`config.mk`:
```
export PLATFORM = sky130hd
export DESIGN_NAME = hamming_correct_pipe
export DESIGN_NICKNAME = d
export VERILOG_FILES = /design/src/rtl/hamming_correct_pipe.sv
export SDC_FILE = /design/constraint.sdc
export NUM_CORES = 1
export LEC_CHECK = 0
export ABC_AREA = 1
export CORE_MARGIN = 8
export CORE_UTILIZATION = 43
export CTS_BUF_LIST = sky130_fd_sc_hd__clkbuf_16
export CTS_CLUSTER_DIAMETER = 80
export DETAILED_ROUTE_END_ITERATION = 6
export PLACE_DENSITY = 0.8
export SETUP_SLACK_MARGIN = 0.05
export SKIP_CTS_REPAIR_TIMING = 1
export SLEW_MARGIN = 0
export SYNTH_ARGS = -nofsm -noshare
export SYNTH_HDL_FRONTEND = slang
export SYNTH_SLANG_ARGS = --single-unit
```
`constraint.sdc`:
```
create_clock -name clk -period 1.1 [get_ports clk]
set_input_delay 0.165 -clock clk [delete_from_list [all_inputs] [get_ports clk]]
set_output_delay 0.165 -clock clk [all_outputs]
set_load 0.02 [all_outputs]
```
`src/rtl/hamming_correct_pipe.sv`:
```
// hamming_correct_pipe: two-stage registered Hamming(7,4) single-error corrector
// with valid/ready handshake and an optional saturating corrected-word counter.
// Optional feature macro: HAM_ERR_COUNT_EN (builds the err_count logic).
module hamming_correct_pipe #(
    parameter int unsigned CNT_W = 16
) (
    input  logic             clk,
    input  logic             rst,
    input  logic             in_valid,
    output logic             in_ready,
    input  logic [6:0]       in_code,
    output logic             out_valid,
    input  logic             out_ready,
    output logic [3:0]       out_data,
    output logic [2:0]       out_syndrome,
    output logic             out_corrected,
    input  logic             err_clr,
    output logic [CNT_W-1:0] err_count
);

    logic       v1;
    logic       v2;
    logic [6:0] code1;
    logic [2:0] syn1;
    logic [2:0] syn_in;
    logic [6:0] flip;
    logic [6:0] fixed;
    logic       adv1;
    logic       adv2;
    logic       unused_parity;

    // Syndrome {c3,c2,c1} of the incoming word
    assign syn_in = {in_code[3] ^ in_code[4] ^ in_code[5] ^ in_code[6],
                     in_code[1] ^ in_code[2] ^ in_code[5] ^ in_code[6],
                     in_code[0] ^ in_code[2] ^ in_code[4] ^ in_code[6]};

    // Stage advance: a stage may load when it is empty or its content moves on
    assign adv2      = !v2 || out_ready;
    assign adv1      = !v1 || adv2;
    assign in_ready  = adv1;
    assign out_valid = v2;

    // Single-bit flip mask: syndrome value names the 1-based erroneous position
    always_comb begin
        flip = '0;
        if (syn1 != 3'd0) begin
            flip = 7'(1) << (syn1 - 3'd1);
        end
        fixed = code1 ^ flip;
    end

    // Parity positions are only needed for the syndrome, not the data
    assign unused_parity = ^{fixed[3], fixed[1], fixed[0]};

    // Stage S1: raw codeword and its syndrome
    always_ff @(posedge clk) begin
        if (rst) begin
            v1    <= 1'b0;
            code1 <= '0;
            syn1  <= '0;
        end else if (adv1) begin
            v1    <= in_valid;
            code1 <= in_code;
            syn1  <= syn_in;
        end
    end

    // Stage S2: corrected nibble and status, held while stalled
    always_ff @(posedge clk) begin
        if (rst) begin
            v2            <= 1'b0;
            out_data      <= '0;
            out_syndrome  <= '0;
            out_corrected <= 1'b0;
        end else if (adv2) begin
            v2            <= v1;
            out_data      <= {fixed[6], fixed[5], fixed[4], fixed[2]};
            out_syndrome  <= syn1;
            out_corrected <= (syn1 != 3'd0);
        end
    end

`ifdef HAM_ERR_COUNT_EN
    // Saturating count of corrected words leaving the stage; clear has priority
    always_ff @(posedge clk) begin
        if (rst || err_clr) begin
            err_count <= '0;
        end else if (v2 && out_ready && out_corrected && (err_count != {CNT_W{1'b1}})) begin
            err_count <= err_count + CNT_W'(1);
        end
    end
`else
    logic unused_err_clr;
    assign unused_err_clr = err_clr;
    assign err_count      = '0;
`endif

endmodule
```
==> results.json <==
{
  "setup_viol": 1,
  "rsz0062_at_grt": "true",
  "cp-startpoint": "out_valid$_SDFFE_PP0P_",
  "clkPwrFrac_pct": 40.3,
  "worst_setup_path_start_kind": "register",
  "fp-row-count": 17,
  "finalCritPeriodShare_pct": 102.8,
  "reg2regPathDepth": 6,
  "power.total_mw": 1.768,
  "coreArea_um2": 2191,
  "fin_cells": 208,
  "syn-instance-count": 148,
  "avgRoutedWirePerCell_um": 10.90,
  "ys.flop_type": "dfxtp_1",
  "dieArea_um2": 4097,
  "diodes": 0,
  "hpwl_mm": 1.763,
  "synthToLayoutAreaGrowth_pct": 35.98,
  "crit_fanout": 2,
  "finClkSkew_ns": 0.003317,
  "ioPinCount": 38,
  "intPower_mw": 1.293,
  "synth_common_cells": "nand2_1 (41), inv_1 (18), dfxtp_1 (17)",
  "synthTopCellsByArea": "dfxtp_1 (34%), nand2_1 (16%), buf_4 (12%)",
  "pwr-share-comb_pct": 20.1,
  "io_buffers": 20,
  "cts-htree-levels": 1,
  "die_w_um": 64.01,
  "clkSinkCount": 17,
  "utilization_pct": 61.51,
  "ys_seq_elements": 17,
  "gr-total-overflow": 0,
  "die_y_um": 64.01,
  "final_hold_viol_count": 0,
  "critical_path_arrival_ns": 0.97,
  "vias": 932,
  "hold_ws_ns": 0.3580,
  "seq_power_share_pct": 39.6,
  "yosysUniqueCellTypes": 21,
  "fin_crit_ns": 1.131,
  "synth.avg_cell_area_um2": 6.696,
  "yosysWarnings": 0,
  "setup_ws_ns": -0.03079,
  "outcome": "finished with violations",
  "maxCapViolations": 0,
  "grt_pass1_wl_mm": 3.822,
  "insertion_delay_ns": 0.25,
  "clk_path_buf_depth": 2,
  "synth_top_area_share_pct": 34.34,
  "p_leak_nw": 0.8487,
  "slowest_stage": "dfxtp_2",
  "drt-pass1-iter-count": 4,
  "drt_wl_total_mm": 2.267,
  "vias_per_cell": 4.481,
  "grt_pass1_vias": 912,
  "syn-cell-area_um2": 991.0,
  "cts_root_buffer": "clkbuf_16",
  "drc": 0,
  "synth_edf_count": 0,
  "drive_gt1_share_pct": 17.22,
  "global_route.usage.total_pct": 11.13,
  "crit_chain": "inv_2 > nor2_4 > nand2_4 > clkbuf_2",
  "path_class": "register to output port",
  "start_util_pct": 45.23,
  "cts_tree": "yes",
  "fmax_mhz": 884.3,
  "placed_cells": 204,
  "rr_endpoint": "code1[4]$_SDFFE_PP0P_",
  "crit_buf_inv": 2,
  "synth-seq-area-share_pct": 34.34,
  "p_per_area_nw_per_um2": 1312,
  "net-switching-power_mw": 0.4753,
  "globalplace.congestion": 0.8246,
  "slowest_delay_ns": 0.33,
  "crit_family": "flip-flops",
  "worst_ep_required_time_ns": 0.94,
  "yosys.cell_count.top_type": "nand2_1",
  "irDropWorstVdd_v": 0.0007848,
  "p_sw_share_pct": 26.88,
  "yosys.area.top_type": "dfxtp_1",
  "antenna_found_initial": 0,
  "drtIter0Drc": 28,
  "async_flop_share_pct": 0,
  "cp-endpoint": "in_ready",
  "ant_nets": 0,
  "path_clk_slew_ns": 0.05,
  "cts_made_buffers": 3,
  "slew_viol_final": 0,
  "cp.depth": 4,
  "rrSetupSlack_ns": 0.06,
  "grt_max_degree": 15,
  "r2r-start": "out_valid$_SDFFE_PP0P_",
  "fin_setup_tns_ns": -0.03079,
  "layout.nets": 193,
  "endpoint_kind": "output port",
  "violations": "setup timing",
  "hp-class": "input pin to register"
}
-- power by group through the flow --
stage          sequential [mW]  clock, mW  combinational [mW]
5_1_grt                  0.706      0.744               0.394
2_1_floorplan            0.734          0               0.222
4_1_cts                  0.699      0.725               0.356
3_3_place_gp             0.707          0               0.343
6_report                 0.700      0.712               0.356
3_5_place_dp             0.710          0               0.353
-- how the worst min path moves through the flow --
stage                                from                        to  slack, ns  depth (start not counted)
finish                         in_code[5]     code1[5]$_SDFFE_PP0P_       0.36                          4
global route                   in_code[5]     code1[5]$_SDFFE_PP0P_       0.39                          4
CTS                 code1[4]$_SDFFE_PP0P_  out_data[1]$_SDFFE_PP0P_       0.50                          2
detailed placement  code1[4]$_SDFFE_PP0P_  out_data[1]$_SDFFE_PP0P_       0.47                          2
global placement    code1[4]$_SDFFE_PP0P_  out_data[1]$_SDFFE_PP0P_       0.47                          2
floorplan                             rst    out_valid$_SDFFE_PP0P_       0.23                          1
-- layer usage --
metal | up-vias | share of wire [%] | GRT usage (%)
li1 | 497 | - | -
met1 | 406 | 42 | 10.97
met2 | 25 | 51 | 20.83
met3 | 4 | 5.6 | 3.310
met4 | 0 | 1.1 | 5.014
met5 | - | 0 | 0
-- cells by family (layout without fill, tap and decap cells) --
logic type,Yosys count,count (layout),synth area share [%]
buffers and inverters,39,56,22.47
and+or+nand+nor,62,62,27.40
DFF,17,17,34.34
other,1,16,0.3784
AOI/OAI and AO/OA,29,29,15.40
-- through the flow --
stage	setup slack [ns]	instance area [µm²]
finish	-0.03079	1348
global route	-0.07258	1348
CTS	-0.5092	1306
detailed placement	-0.4976	1226
global placement	-0.4903	1226
floorplan	0.05353	1049
-- cell type report --
class	instances	area, µm²
fillers	196	843.3
inverters	20	75.07
multi-input cells	107	501.7
flip-flops and latches	17	341.6
repair buffers	32	314.1
clock buffers	3	75.07
clock inverters	1	5.005
well taps	28	35.03
-- worst min-delay path: cells and delay by family --
family                 cells  cell delay [ns]
AO/OA/AOI/OAI              1             0.05
buffers and inverters      3             0.34
-- registers in the layout, summed over array words and instances (netlist names) --
register and count:
out_valid 1, syn1 3, out_data 4, out_syndrome 3
code1 4, v1 1, out_corrected 1
-- layout by cell type, fill, tap and decap left out, drive strengths merged --
cell type,instances
a21oi,14
a31oi,1
buf,12
clkbuf,5
clkdlybuf4s50,6
clkinv,1
conb,16
dfxtp,17
dlymetal6s2s,12
inv,20
nand2,42
nand3,7
nand4,1
nor2,11
o21a,1
o21ai,13
or2,1
Power figures use the tool's default switching activity.
